### config.mk
export PLATFORM = sky130hd
export DESIGN_NAME = jb_dl_sat_err_collector
export DESIGN_NICKNAME = d
export VERILOG_FILES = /design/src/rtl/jb_dl_sat_pkg.sv /design/src/rtl/jb_dl_sat_err_grp.sv /design/src/rtl/jb_dl_sat_err_collector.sv
export SDC_FILE = /design/constraint.sdc
export NUM_CORES = 1
export LEC_CHECK = 0
export BUFFER_PORTS_ARGS = -buffer_cell sky130_fd_sc_hd__clkbuf_2
export CAP_MARGIN = 20
export CORE_ASPECT_RATIO = 1.75
export CORE_MARGIN = 2
export CORE_UTILIZATION = 51
export CTS_CLUSTER_SIZE = 16
export DETAILED_ROUTE_END_ITERATION = 10
export PLACE_DENSITY = 0.87
export SYNTH_ARGS = -nofsm -noshare
export SYNTH_HDL_FRONTEND = slang
export SYNTH_SLANG_ARGS = --single-unit
export TNS_END_PERCENT = 30
### constraint.sdc
create_clock -name i_clk -period 2.7 [get_ports i_clk]
set_clock_uncertainty 0.2 [all_clocks]
set_input_delay 0.675 -clock i_clk [delete_from_list [all_inputs] [get_ports i_clk]]
set_output_delay 0.675 -clock i_clk [all_outputs]
set_load 0.01 [all_outputs]
### src/rtl/jb_dl_sat_pkg.sv
// Shared field layout, clear FSM states and helpers for the DL saturation error collector.
package jb_dl_sat_pkg;

   localparam int unsigned WORD_W      = 32;
   localparam int unsigned STICKY_LSB  = 0;
   localparam int unsigned LIVE_LSB    = 8;
   localparam int unsigned CNT_SAT_BIT = 15;
   localparam int unsigned CNT_LSB     = 16;
   localparam int unsigned CNT_W       = 16;
   localparam int unsigned MAX_ANT     = 8;
   localparam int unsigned PC_W        = 4;

   typedef enum logic [1:0] {
      IDLE,
      CLR,
      ACK,
      WAIT
   } clr_state_t;

   // Number of set bits in an antenna vector (zero-extended to MAX_ANT).
   function automatic logic [PC_W-1:0] popcount(input logic [MAX_ANT-1:0] v);
      logic [PC_W-1:0] n;
      n = '0;
      for (int i = 0; i < MAX_ANT; i++) begin
         n = n + {{(PC_W-1){1'b0}}, v[i]};
      end
      return n;
   endfunction

endpackage

### src/rtl/jb_dl_sat_err_grp.sv
// One antenna group: sticky flags, saturating event count, windowed live flags and the
// req/ack clear sequencer that resets sticky/count without losing same-cycle events.
module jb_dl_sat_err_grp
   import jb_dl_sat_pkg::*;
#(
   parameter int unsigned GRP_ANT = 4
) (
   input  logic               i_clk,
   input  logic               i_rst,
   input  logic               i_en,
   input  logic [GRP_ANT-1:0] i_evt,
   input  logic               i_win_end,
   input  logic               i_clr_req,
   output logic               o_clr_ack,
   output logic [WORD_W-1:0]  o_status
);

   clr_state_t          r_state;
   logic                r_clr_ack;
   logic [GRP_ANT-1:0]  r_sticky;
   logic [GRP_ANT-1:0]  r_live;
   logic [GRP_ANT-1:0]  r_acc;
   logic [CNT_W-1:0]    r_cnt;
   logic                r_cnt_sat;

   logic [GRP_ANT-1:0]  w_evt;
   logic [MAX_ANT-1:0]  w_evt_ext;
   logic [PC_W-1:0]     w_pc;
   logic [CNT_W:0]      w_sum;
   logic                w_ovf;

   // Gate events with enable and compute this cycle's contribution to the count.
   always_comb begin
      w_evt     = i_en ? i_evt : '0;
      w_evt_ext = '0;
      w_evt_ext[GRP_ANT-1:0] = w_evt;
      w_pc      = popcount(w_evt_ext);
      w_sum     = {1'b0, r_cnt} + (CNT_W+1)'(w_pc);
      w_ovf     = w_sum[CNT_W];
   end

   // Clear sequencer; ack is registered so it lands in the cycle after the clear takes effect.
   always_ff @(posedge i_clk or posedge i_rst) begin
      if (i_rst) begin
         r_state   <= IDLE;
         r_clr_ack <= 1'b0;
      end else begin
         r_clr_ack <= (r_state == CLR);
         case (r_state)
            IDLE:    if (i_clr_req) r_state <= CLR;
            CLR:     r_state <= ACK;
            ACK:     r_state <= WAIT;
            WAIT:    if (!i_clr_req) r_state <= IDLE;
            default: r_state <= IDLE;
         endcase
      end
   end

   // Sticky/count update; in the CLR cycle the new period starts from this cycle's events.
   always_ff @(posedge i_clk or posedge i_rst) begin
      if (i_rst) begin
         r_sticky  <= '0;
         r_cnt     <= '0;
         r_cnt_sat <= 1'b0;
      end else if (r_state == CLR) begin
         r_sticky  <= w_evt;
         r_cnt     <= CNT_W'(w_pc);
         r_cnt_sat <= 1'b0;
      end else if (i_en) begin
         r_sticky  <= r_sticky | w_evt;
         r_cnt     <= w_ovf ? {CNT_W{1'b1}} : w_sum[CNT_W-1:0];
         r_cnt_sat <= r_cnt_sat | w_ovf;
      end
   end

   // Window accumulator; an event in the window-end cycle seeds the next window.
   always_ff @(posedge i_clk or posedge i_rst) begin
      if (i_rst) begin
         r_live <= '0;
         r_acc  <= '0;
      end else if (i_win_end) begin
         r_live <= r_acc;
         r_acc  <= w_evt;
      end else begin
         r_acc  <= r_acc | w_evt;
      end
   end

   // Pack the status word; unused bits stay 0.
   always_comb begin
      o_status = '0;
      o_status[STICKY_LSB +: GRP_ANT] = r_sticky;
      o_status[LIVE_LSB +: GRP_ANT]   = r_live;
      o_status[CNT_SAT_BIT]           = r_cnt_sat;
      o_status[CNT_LSB +: CNT_W]      = r_cnt;
   end

   assign o_clr_ack = r_clr_ack;

endmodule

### src/rtl/jb_dl_sat_err_collector.sv
// DL DFE saturation error collector: shared live-flag window timer plus one status
// word builder per antenna group.
module jb_dl_sat_err_collector
   import jb_dl_sat_pkg::*;
#(
   parameter int unsigned NUM_GRP = 2,
   parameter int unsigned GRP_ANT = 4,
   parameter int unsigned WIN_LEN = 61440
) (
   input  logic                             i_clk,
   input  logic                             i_rst,
   input  logic                             i_en,
   input  logic [NUM_GRP*GRP_ANT-1:0]       i_sat_evt,
   input  logic [NUM_GRP-1:0]               i_clr_req,
   output logic [NUM_GRP-1:0]               o_clr_ack,
   output logic [NUM_GRP-1:0][WORD_W-1:0]   o_sat_err_status,
   output logic                             o_win_tick
);

   localparam int unsigned WIN_W = $clog2(WIN_LEN);
   localparam logic [WIN_W-1:0] WIN_LAST = WIN_W'(WIN_LEN - 1);

   logic [WIN_W-1:0] r_win_cnt;
   logic             r_win_tick;
   logic             w_win_end;
   logic [WIN_W-1:0] w_win_cnt_nxt;

   // Window end decode and next counter value.
   always_comb begin
      w_win_end     = (r_win_cnt == WIN_LAST);
      w_win_cnt_nxt = w_win_end ? '0 : r_win_cnt + WIN_W'(1);
   end

   // Free-running window counter (independent of enable); tick is high while the count sits at the end.
   always_ff @(posedge i_clk or posedge i_rst) begin
      if (i_rst) begin
         r_win_cnt  <= '0;
         r_win_tick <= 1'b0;
      end else begin
         r_win_cnt  <= w_win_cnt_nxt;
         r_win_tick <= (w_win_cnt_nxt == WIN_LAST);
      end
   end

   assign o_win_tick = r_win_tick;

   for (genvar g = 0; g < NUM_GRP; g++) begin : g_grp
      jb_dl_sat_err_grp #(
         .GRP_ANT (GRP_ANT)
      ) u_grp (
         .i_clk     (i_clk),
         .i_rst     (i_rst),
         .i_en      (i_en),
         .i_evt     (i_sat_evt[g*GRP_ANT +: GRP_ANT]),
         .i_win_end (w_win_end),
         .i_clr_req (i_clr_req[g]),
         .o_clr_ack (o_clr_ack[g]),
         .o_status  (o_sat_err_status[g])
      );
   end

endmodule

After elaboration in Yosys (flattened, before gate mapping)
Index checks and enable logic that the tools add are counted.
{ "totals": {"reg_bits": 81, "inputBits": 13, "out_inout_bits": 67, "word_cells": 74} }
{ "classes": {"add_sub_neg": 9, "eq_ne": 12, "n_mux": 25, "n_bitwise": 6, "n_reduce_logical": 6} }
{ "op_table": {"columns": ["op", "count"], "rows": [
  ["two-way mux 16 bit", 7],
  ["adder 16 x 4 -> 17 bit", 2],
  ["equality test 16 bit (second input constant)", 2],
  ["two-way mux 4 bit", 8],
  ["adder 16 x 1 -> 16 bit (second input constant)", 1],
  ["adder 4 x 1 -> 4 bit", 4],
  ["bitwise OR 4 bit", 4],
  ["one-hot mux 2 bit (4 select lines)", 2],
  ["equality test 2 bit (second input constant)", 4],
  ["two-way mux 2 bit", 4],
  ["inequality test 2 bit (second input constant)", 4],
  ["adder 1 x 1 -> 2 bit", 2],
  ["equality test 2 x 1 -> 1 bit (second input constant)", 2],
  ["logical NOT 2 bit", 2],
  ["two-way mux 1 bit", 4],
  ["AND reduction 2 bit", 2],
  ["nonzero test 2 bit", 2],
  ["bitwise OR 1 bit", 2]
]} }

Depth between registers and ports, before layout
{ "depth": {"depth_word": 8, "ltp_mapped": 16} }

Modules after synthesis
From an unflattened synthesis, not the netlist that was laid out.
{ "hier_totals": {"cells_unflattened": 438, "area_unflattened_um2": 4459.3} }
{ "by_module_without_submodules": {"columns": ["module", "n_inst", "cells_each", "area_each_um2", "seq_area_each_um2"], "rows": [
  ["jb_dl_sat_err_grp", 2, 177, 1793.0, 800.8],
  ["jb_dl_sat_err_collector", 1, 84, 873.3, 425.4]
]} }

Worst setup path before layout
OpenSTA, ideal clock, no wires.
{ "synth_timing": {"path_type": "input-to-reg", "start": "in i_en", "end": "reg g_grp[0].u_grp.r_cnt[13]", "setup_ps": 86, "t_arrival_ps": 3974, "slack_ps": -1560, "cell_stages": 16, "path_buffers": 3, "path_cell_list": "clkbuf_1 clkbuf_1 and2_1 ha_1 inv_1 fa_1 inv_1 ha_1 inv_1 fa_1 and2b_1 o211ai_1 or3_1 clkbuf_1 and4_1 nor3_1"} }
{ "synth_between": {"elab_chain_cells": 8, "word_cells_on_any_way": 9} }
{ "synth_lines": {"columns": ["item", "line_no", "text"], "rows": [
  ["start, declared", "jb_dl_sat_err_collector.sv:12", "input logic i_en,"],
  ["two-way mux 4 bit", "jb_dl_sat_err_grp.sv:34", "w_evt = i_en ? i_evt : '0;"],
  ["adder 1 x 1 -> 2 bit", "jb_dl_sat_pkg.sv:25", "n = n + {{(PC_W-1){1'b0}}, v[i]};"],
  ["adder 4 x 1 -> 4 bit (2 in a row)", "jb_dl_sat_pkg.sv:25", null],
  ["adder 16 x 4 -> 17 bit", "jb_dl_sat_err_grp.sv:38", "w_sum = {1'b0, r_cnt} + (CNT_W+1)'(w_pc);"],
  ["two-way mux 16 bit", "jb_dl_sat_err_grp.sv:71", "r_cnt <= w_ovf ? {CNT_W{1'b1}} : w_sum[CNT_W-1:0];"],
  ["two-way mux 16 bit", "jb_dl_sat_err_grp.sv:69", "end else if (i_en) begin"],
  ["two-way mux 16 bit", "jb_dl_sat_err_grp.sv:65", "end else if (r_state == CLR) begin"],
  ["end signal, assigned", "jb_dl_sat_err_grp.sv:67", "r_cnt <= CNT_W'(w_pc);"],
  ["end signal, assigned", "jb_dl_sat_err_grp.sv:71", null],
  ["end, declared", "jb_dl_sat_err_grp.sv:23", "logic [CNT_W-1:0] r_cnt;"]
]} }
Several ways; a longest one is shown, not always the timed one. The select of a mux whose other input is x is not followed.
A chain may end at the register's enable or synchronous reset.

Final worst setup path
{ "layout_timing": {"start": "in i_en", "end": "reg g_grp[0].u_grp.r_cnt[11]"} }
The elaborated chain is that of the path after synthesis.

==> run metrics <==
status finished, violations left; failing checks setup timing; CTS tree done; worst-path fanout max 5; Cell Pwr Density 709 nW/um^2; ANT cells 0; Clk pwr share 0.315; Critical R2R Launch g_grp[0].u_grp.r_cnt[0]; vias per inst 5.72; Setup Crit Path Kind in -> reg; Flop pwr share 0.384; internal cell power 0.00271 W; Slowest-stage cell, CP fa_1; minimum clock period 3460 ps; dominant synthesized flop cell dfrtp_1; Setup TNS -20840 ps; final number of hold-violating endpoints 0; dpl cells 656; die width 73.9 um; switch share 0.328; clk sinks 81; Crit path arrival time 3470 ps; Avg Inst Size Synth 9.59 sq um; Distinct cells, synth 58; async set-reset flop share out of synthesis 1.00; Worst VDD drop 0.000397 V; Comb pwr share 0.301; max frequency 289 MHz; Power, Total 0.00403 W; NumNets Final 602; clk slew on worst S/H paths 60 ps; H-tree levels 3; Cell Area, Synth 4360 sq um; sw power 0.00132 W; Site Rows 44; initial DRC count 235; routed length per instance 16.6 um; Die Height 126 um; Final setup violation count 34; Synth top area share 0.465; total CTS buffers 9; cell mode on critical path inv_2; Clock Latency Late Sink 340 ps; GRT overflow 0; Worst setup SP type input port; worst path bufs/invs 6; Core Box Area 8310 sq um; largest net degree at the start of global routing 57; PnR worst setup slack -756 ps; share of the clock period used by the worst path 1.28; Via Count 3904; Remaining DRCs 0; type of the worst min-delay path in -> async; top cells by area, synth dfrtp_1 (47%), ha_1 (6.0%), nand2_1 (4.3%), o21ai_0 (3.4%), buf_4 (3.1%); Synth Warn # 0; RSZ-0062 raised after global routing yes; Die Area 9320 sq um; Crit path max-delay family adder cells; GRT Overall Usage 0.249; Starting Density 0.524; MaxCap Viol Count 0; clock root buffer clkbuf_16; fin cells 682; Clock Path Buffers 2; total wire length 11.3 mm; crit path launch i_en; Layout area overhead 30.3%; fill cell count 596; synthesized flop and latch total 81; Post-synth EDFFs 0; Crit. End Element flop; post-synthesis cell count 454; WP data required 2710 ps; worst path cell trace buf_8 -> and2_4 -> ha_4 -> inv_2 -> fa_1 -> inv_2 -> ha_4 -> inv_2 -> fa_2 -> and2b_1 -> o211ai_1 -> buf_4 -> nor3_4 -> buf_6 -> nor4_1 -> a211oi_1; crit-path max cell delay 530 ps; drt pass-1 iters 5; P_leak 2.77 nW; sequential area share after synthesis 0.465; Slew Viols, Final 0; IO Port Bufs 65; initial antenna violation count 0; fraction of layout cells with a size suffix above 1 0.325; first-pass GRT wire length 18.1 mm; ANT nets after route 0; vias in the first global route 3969; GPL Wtd Cong 0.933; cell taking the most area after synthesis dfrtp_1; HPWL Detailed 7.96 mm; io pins 80
-- synth_stat cells, types with 2 or more instances --
cell type and n:
a21o_1 11, nand2b_1 3, nor3b_1 2, and4_1 7, ha_1 21, fa_1 4
buf_4 18, a21oi_1 14, nand2_1 50, nor2b_1 4, nor2_1 31, and2_1 7
a211oi_1 7, a311oi_1 3, o211ai_1 2, xor2_1 5, a31oi_1 10, mux2i_1 5
nor4_1 9, nor3_2 2, inv_1 28, nor3_1 16, clkinv_1 2, clkbuf_1 8
o21a_1 2, and3b_1 2, o22ai_1 6, dfrtp_1 81, nand3_1 15, and3_1 5
nand4_1 6, o211a_1 2, o21ai_0 30, xnor2_1 7, a41oi_1 2, buf_2 4
nand4_2 2
-- final cells by class --
class / count / area, sq um / share of cell area
flip-flops and latches: 81 / 2030 / 0.357
clock buffers: 10 / 229 / 0.0403
well taps: 115 / 144 / 0.0253
inverters: 30 / 116 / 0.0205
repair buffers: 117 / 754 / 0.133
multi-input cells: 325 / 2340 / 0.412
clock inverters: 4 / 70.1 / 0.0123
-- state kept, by name, indices dropped and copies added, names as in the netlist --
signal	count
o_win_tick	1
g_grp.u_grp.r_cnt	32
g_grp.u_grp.r_live	8
r_win_cnt	16
g_grp.u_grp.r_acc	8
g_grp.u_grp.r_state	4
g_grp.u_grp.o_clr_ack	2
g_grp.u_grp.r_sticky	8
g_grp.u_grp.r_cnt_sat	2
-- timing repair --
| action | CTS | global route |
|---|---|---|
| setup endpoints to repair | 34 | 34 |
| resized for setup | 21 | 25 |
| cloned | 0 | 1 |
| pin swaps | 11 | 24 |
| hold buffers | 0 | 0 |
| buffers inserted | 6 | 5 |
-- per-stage QoR --
step	setup slack, ps	hold WS [ps]	area [sq um]	utilization
3_3_place_gp	-940	254	5090	0.613
3_5_place_dp	-1050	255	5090	0.613
5_1_grt	-841	152	5680	0.683
2_1_floorplan	-1230	246	4530	-
4_1_cts	-627	129	5520	0.664
6_report	-756	120	5680	0.683
-- worst paths after layout --
path                                                   end  slack [ps]  cells after the start
worst max-delay path              g_grp[0].u_grp.r_cnt[11]        -760                     16
worst min-delay path              g_grp[0].u_grp.r_cnt[14]         120                      2
worst max register to register    g_grp[0].u_grp.r_cnt[11]         240                     10
worst min register to register    g_grp[0].u_grp.r_live[3]         260                      2
max in group asynchronous       g_grp[1].u_grp.r_sticky[3]        1530                      3
min in group i_clk                g_grp[0].u_grp.r_live[3]         260                      2
-- placed cells by master (no fill, tap or decap), types with 3 or more instances in the layout --
master,instances
a211oi_1,3
a211oi_2,4
a21o_1,11
a21oi_1,13
a31oi_1,9
and2_1,3
and2_4,4
and3_1,5
and4_1,6
buf_4,45
buf_6,5
clkbuf_16,9
clkbuf_2,64
clkinv_2,3
conb_1,14
dfrtp_1,81
ha_1,16
ha_4,5
inv_1,20
inv_2,6
mux2i_1,5
nand2_1,50
nand2b_1,3
nand3_1,15
nand4_1,6
nor2_1,27
nor2b_1,3
nor3_1,12
nor3_2,4
nor4_1,5
nor4_2,4
o21ai_0,24
o21ai_1,7
o22ai_1,5
xnor2_1,7
xor2_1,5
-- kinds of logic after synthesis --
group,after synthesis,share of synthesized area
AND/OR/NAND/NOR,170,0.204
AO/OA/AOI/OAI,99,0.146
flip-flops,81,0.465
buffers and inverters,61,0.0692
adder cells (fa/ha/maj),25,0.0787
XOR/XNOR,12,0.0241
multiplexers,5,0.0115
other,1,0.000861
-- per-layer routing --
metal	wire length (um)	track usage
met1	4180	0.277
met2	6220	0.439
met3	490	0.0472
met4	412	0.125
met5	0	0
-- power groups by stage --
stage	clock network, W	logic [W]	registers, W
after global routing	0.00132	0.00135	0.00157
after CTS	0.00127	0.00113	0.00153
after global placement	0	0.00101	0.00154
after detailed placement	0	0.00109	0.00155
final	0.00127	0.00121	0.00155
after floorplan	0	0.000658	0.00157
Note: power is estimated with default switching activity, not from simulation.
